$ cat config.mk
export PLATFORM = sky130hd
export DESIGN_NAME = svm_score_accumulator
export DESIGN_NICKNAME = d
export VERILOG_FILES = /design/src/rtl/svm_score_accumulator.sv
export SDC_FILE = /design/constraint.sdc
export NUM_CORES = 1
export LEC_CHECK = 0
export ABC_AREA = 1
export CAP_MARGIN = 40
export CORE_UTILIZATION = 26
export DETAILED_ROUTE_END_ITERATION = 8
export GPL_TIMING_DRIVEN = 0
export PLACE_DENSITY = 0.53
export SLEW_MARGIN = 20
export SYNTH_ARGS = -nofsm -noshare
export SYNTH_HDL_FRONTEND = slang
export SYNTH_SLANG_ARGS = --single-unit
$ cat constraint.sdc
create_clock -name clk -period 5.33 [get_ports clk]
set_input_delay 0.7995 -clock clk [delete_from_list [all_inputs] [get_ports clk]]
set_output_delay 0.7995 -clock clk [all_outputs]
set_load 0.02 [all_outputs]
$ cat src/rtl/svm_score_accumulator.sv
// Accumulates CHUNK_COUNT unsigned partial sums into one SVM score,
// then holds the score and its threshold decision until accepted.
module svm_score_accumulator #(
  parameter int SUM_WIDTH = 16,
  parameter int CHUNK_COUNT = 8,
  localparam int ACC_WIDTH = SUM_WIDTH + $clog2(CHUNK_COUNT)
) (
  input  logic                 clk,
  input  logic                 rst,
  input  logic                 in_valid,
  output logic                 in_ready,
  input  logic [SUM_WIDTH-1:0] in_sum,
  input  logic [ACC_WIDTH-1:0] threshold,
  output logic                 out_valid,
  input  logic                 out_ready,
  output logic [ACC_WIDTH-1:0] out_score,
  output logic                 out_class
);

  localparam int CNT_WIDTH = (CHUNK_COUNT > 1) ? $clog2(CHUNK_COUNT) : 1;
  localparam logic [CNT_WIDTH-1:0] LAST = CNT_WIDTH'(CHUNK_COUNT - 1);

  typedef enum logic {
    ACCUM,
    HOLD
  } state_t;

  state_t state;
  state_t state_next;

  logic [ACC_WIDTH-1:0] acc;
  logic [ACC_WIDTH-1:0] sum;
  logic [CNT_WIDTH-1:0] cnt;
  logic accept;
  logic last;
  logic done;

  assign in_ready  = (state == ACCUM);
  assign out_valid = (state == HOLD);
  assign accept    = in_valid && in_ready;
  assign last      = (cnt == LAST);
  assign done      = out_valid && out_ready;
  // ACC_WIDTH leaves room for CHUNK_COUNT full-scale chunks, so no wrap
  assign sum       = acc + ACC_WIDTH'(in_sum);

  always_comb begin
    state_next = state;
    unique case (state)
      ACCUM: if (accept && last) state_next = HOLD;
      HOLD:  if (done) state_next = ACCUM;
    endcase
  end

  always_ff @(posedge clk) begin
    if (rst) begin
      state <= ACCUM;
    end else begin
      state <= state_next;
    end
  end

  always_ff @(posedge clk) begin
    if (rst) begin
      acc       <= '0;
      cnt       <= '0;
      out_score <= '0;
      out_class <= 1'b0;
    end else if (done) begin
      acc <= '0;
      cnt <= '0;
    end else if (accept) begin
      if (last) begin
        out_score <= sum;
        out_class <= (sum > threshold);
      end else begin
        acc <= sum;
        cnt <= cnt + 1'b1;
      end
    end
  end

endmodule

==> impl_results.md <==
* Placed Cells at 713
* Worst Setup End Kind: flip-flop
* Largest net degree at the start of global routing at 15
* Clk Tree Root Cell: clkbuf_16
* Status: complete, no violations
* CP startpoint: in_sum[0]
* Max Slew Vio Count at 0
* Final hold vios at 0
* Cell Rows at 40
* Initial DRC count at 161
* Syn nets at 562
* Setup Skew at 4.17 ps
* Number of setup violations in the final report at 0
* Floorplan die height at 114 um
* Vias per cell at 4.34
* Mapped Area at 3240 um^2
* Post_cts resized at 0
* Gpl congestion at 0.887
* Die X at 114 um
* Period minus WS final at 3810 ps
* R2r startpoint: acc[0]
* Combinational power share at 33.8%
* Clk_lat worst skew at 280 ps
* R2R Path End: out_class
* Sequential fraction of the synthesis area at 26.6%
* Max-slew headroom at 63.0%
* Total track usage at 14.7%
* Fin crit share at 71.5%
* TNS Setup at 0 ps
* Non-Filler Instances at 721
* HPWL Detailed at 7.11 mm
* Initial Util at 26.8%
* Critical path class: input port to flip-flop
* Arrival @ worst endpoint at 3980 ps
* I/O Buffers at 60
* Cell Pwr Density at 269 nW/um^2
* Worst r2r path cells at 19
* WL/cell at 12.6 um
* DRC at 0
* Nets at 629
* ANT nets after route at 0
* Top Usage Layer GRT: met2
* Syn avg cell area at 6.67 um^2
* Reg clk slew, reported paths at 70 ps
* Library cells used by synthesis at 26
* Pre-CTS setup slack at 1250 ps
* Synth warn at 0
* # hold bufs at CTS at 0
* Setup Fix Bufs, Post-CTS at 0
* CP Max Fanout at 4
* Layout cell share with drive strength beyond 1 at 5.06%
* Maximum vdd ir drop at 0.106 mV
* # IOs at 61
* Sw Pwr at 0.000381 W
* Setup slack after layout at 1520 ps
* Hold Crit Class: flip-flop to flip-flop
* Core area at 12,100 um^2
* Worst-Margin Slew at 555 ps
* Antenna violations before repair at 0
* CTS tree: built
* WP data required at 5500 ps
* GRT met2 Usage at 23.5%
* RSZ-0062 raised after global routing: false
* GRT met1 Usage at 19.9%
* Sequential Power Share at 30.9%
* Die area at 12,900 um^2
* Layout area overhead at 31.0%
* Synth Register Bits at 43
* H-tree Lvls at 2
* Global-route wire length before repair at 14.8 mm
* Met3 Use GR at 2.13%
* Hold slack at 507 ps
* Worst hold start: cnt[0]
* Critical Path Sink: out_class
* Pint at 0.000761 W
* Routed vias at 3,129
* First-pass iteration count of the detailed router at 4
* Vias in the first global route at 3,139
* Max Cap Viol at 0
* CTS buffer count at 5
* Switching Fraction at 33.4%
* Inserted Diodes at 0
* Fmax at 262 MHz
* Design Power at 0.00114 W
* Synth Instances at 485
* Critical path launch point type: input port
* Leakage at 2.24 nW
* Clock power share at 35.3%
* CTS sink count at 43
* CTS max path bufs at 2
* Final wirelength at 9.06 mm
* Total gr overflow at 0
* FF-to-FF setup slack at 2190 ps
[metrics by stage]
stage	utilization (%)	cell area, um^2
6_report	35.1	4240
5_1_grt	35.1	4240
2_1_floorplan	-	3240
3_5_place_dp	33.5	4050
3_3_place_gp	33.5	4050
4_1_cts	35.1	4240
[cell families after synthesis]
kind of cell / count (synthesis) / share of synthesized area, %
AND/OR/NAND/NOR: 190 / 25.1
flip-flops: 43 / 26.6
AO/OA/AOI/OAI: 98 / 17.7
XOR/XNOR: 9 / 2.90
adder cells (fa/ha/maj): 38 / 14.9
buffers and inverters: 107 / 12.7
[layout by cell type, fill, tap and decap left out, drive strengths merged]
cell type and count:
a21oi 35, and2 1, buf 8, bufinv 2, clkbuf 7, clkdlybuf4s50 60, clkinvlp 1, dfxtp 43
fa 1, ha 37, inv 97, nand2 116, nand3 37, nand4 2, nor2 29, nor3 5
o21a 16, o21ai 31, o21bai 16, xnor2 3, xor2 6
[how the worst min path moves through the flow]
| stage | to | slack (ps) | cells after the start |
|---|---|---|---|
| after global placement | cnt[0] | 490 | 1 |
| after floorplan | cnt[0] | 470 | 1 |
| after CTS | cnt[0] | 510 | 1 |
| final | cnt[0] | 510 | 1 |
| after global routing | cnt[0] | 550 | 1 |
| after detailed placement | cnt[0] | 490 | 1 |
[registers in the layout (all words and copies together) (netlist names)]
name and flops:
acc 19, cnt 3, out_class 1, out_score 19
out_valid 1
[routing by layer]
layer  vias up  wire length (um)
li1       1675                 -
met1      1351              4560
met2        86              3800
met3        17               434
met4         0               263
met5         -                 0
[cell type report]
type	instances	area, um^2
fillers	1286	7820
multi-input cells	335	1960
flip-flops and latches	43	861
repair buffers	60	601
inverters	97	364
well taps	168	210
clock buffers	5	125
clock inverters	3	67.6
plain buffers	10	47.5
[Yosys cell counts]
library cell	count	area (um^2)
nand2_1	112	420
inv_1	97	364
dfxtp_1	43	861
ha_1	37	463
nand3_1	35	175
a21oi_1	34	170
o21ai_0	30	150
nor2_1	28	105
o21a_1	16	120
o21bai_1	16	120
buf_2	8	40.0
nand2_2	4	25.0
xor2_1	4	35.0
nor3_1	3	15.0
xnor2_1	3	26.3
clkbuf_1	2	7.51
nand3_2	2	20.0
nand4_1	2	12.5
xor2_2	2	32.5
a21oi_2	1	8.76
and2_1	1	6.26
fa_1	1	20.0
nor2_2	1	6.26
nor3_2	1	10.0
nor3_4	1	16.3
o21ai_1	1	5.00
[worst max-delay path, cell delays in order]
cell and delay [ps]:
clkdlybuf4s50_1 480, ha_1 220, inv_1 70, fa_1 400
inv_1 120, nand3_1 90, nand3_1 130, nand2_1 70
nand2_1 150, nand2_1 100, nand3_1 120, nand2_1 70
ha_1 290, nand2_1 60, nor2_1 240, nand2_1 80
nor2_1 190, nand4_1 110, nand2_1 110, a21oi_1 70
[power groups by stage]
stage                     Clock, W  Sequential, W  Combinational (W)
after CTS                 0.000412       0.000352           0.000388
after floorplan                  0       0.000358           0.000271
after global routing      0.000426       0.000355           0.000444
after global placement           0       0.000359           0.000378
final                     0.000403       0.000352           0.000386
after detailed placement         0       0.000359           0.000385
No activity file was read; power rests on OpenSTA's default activity.
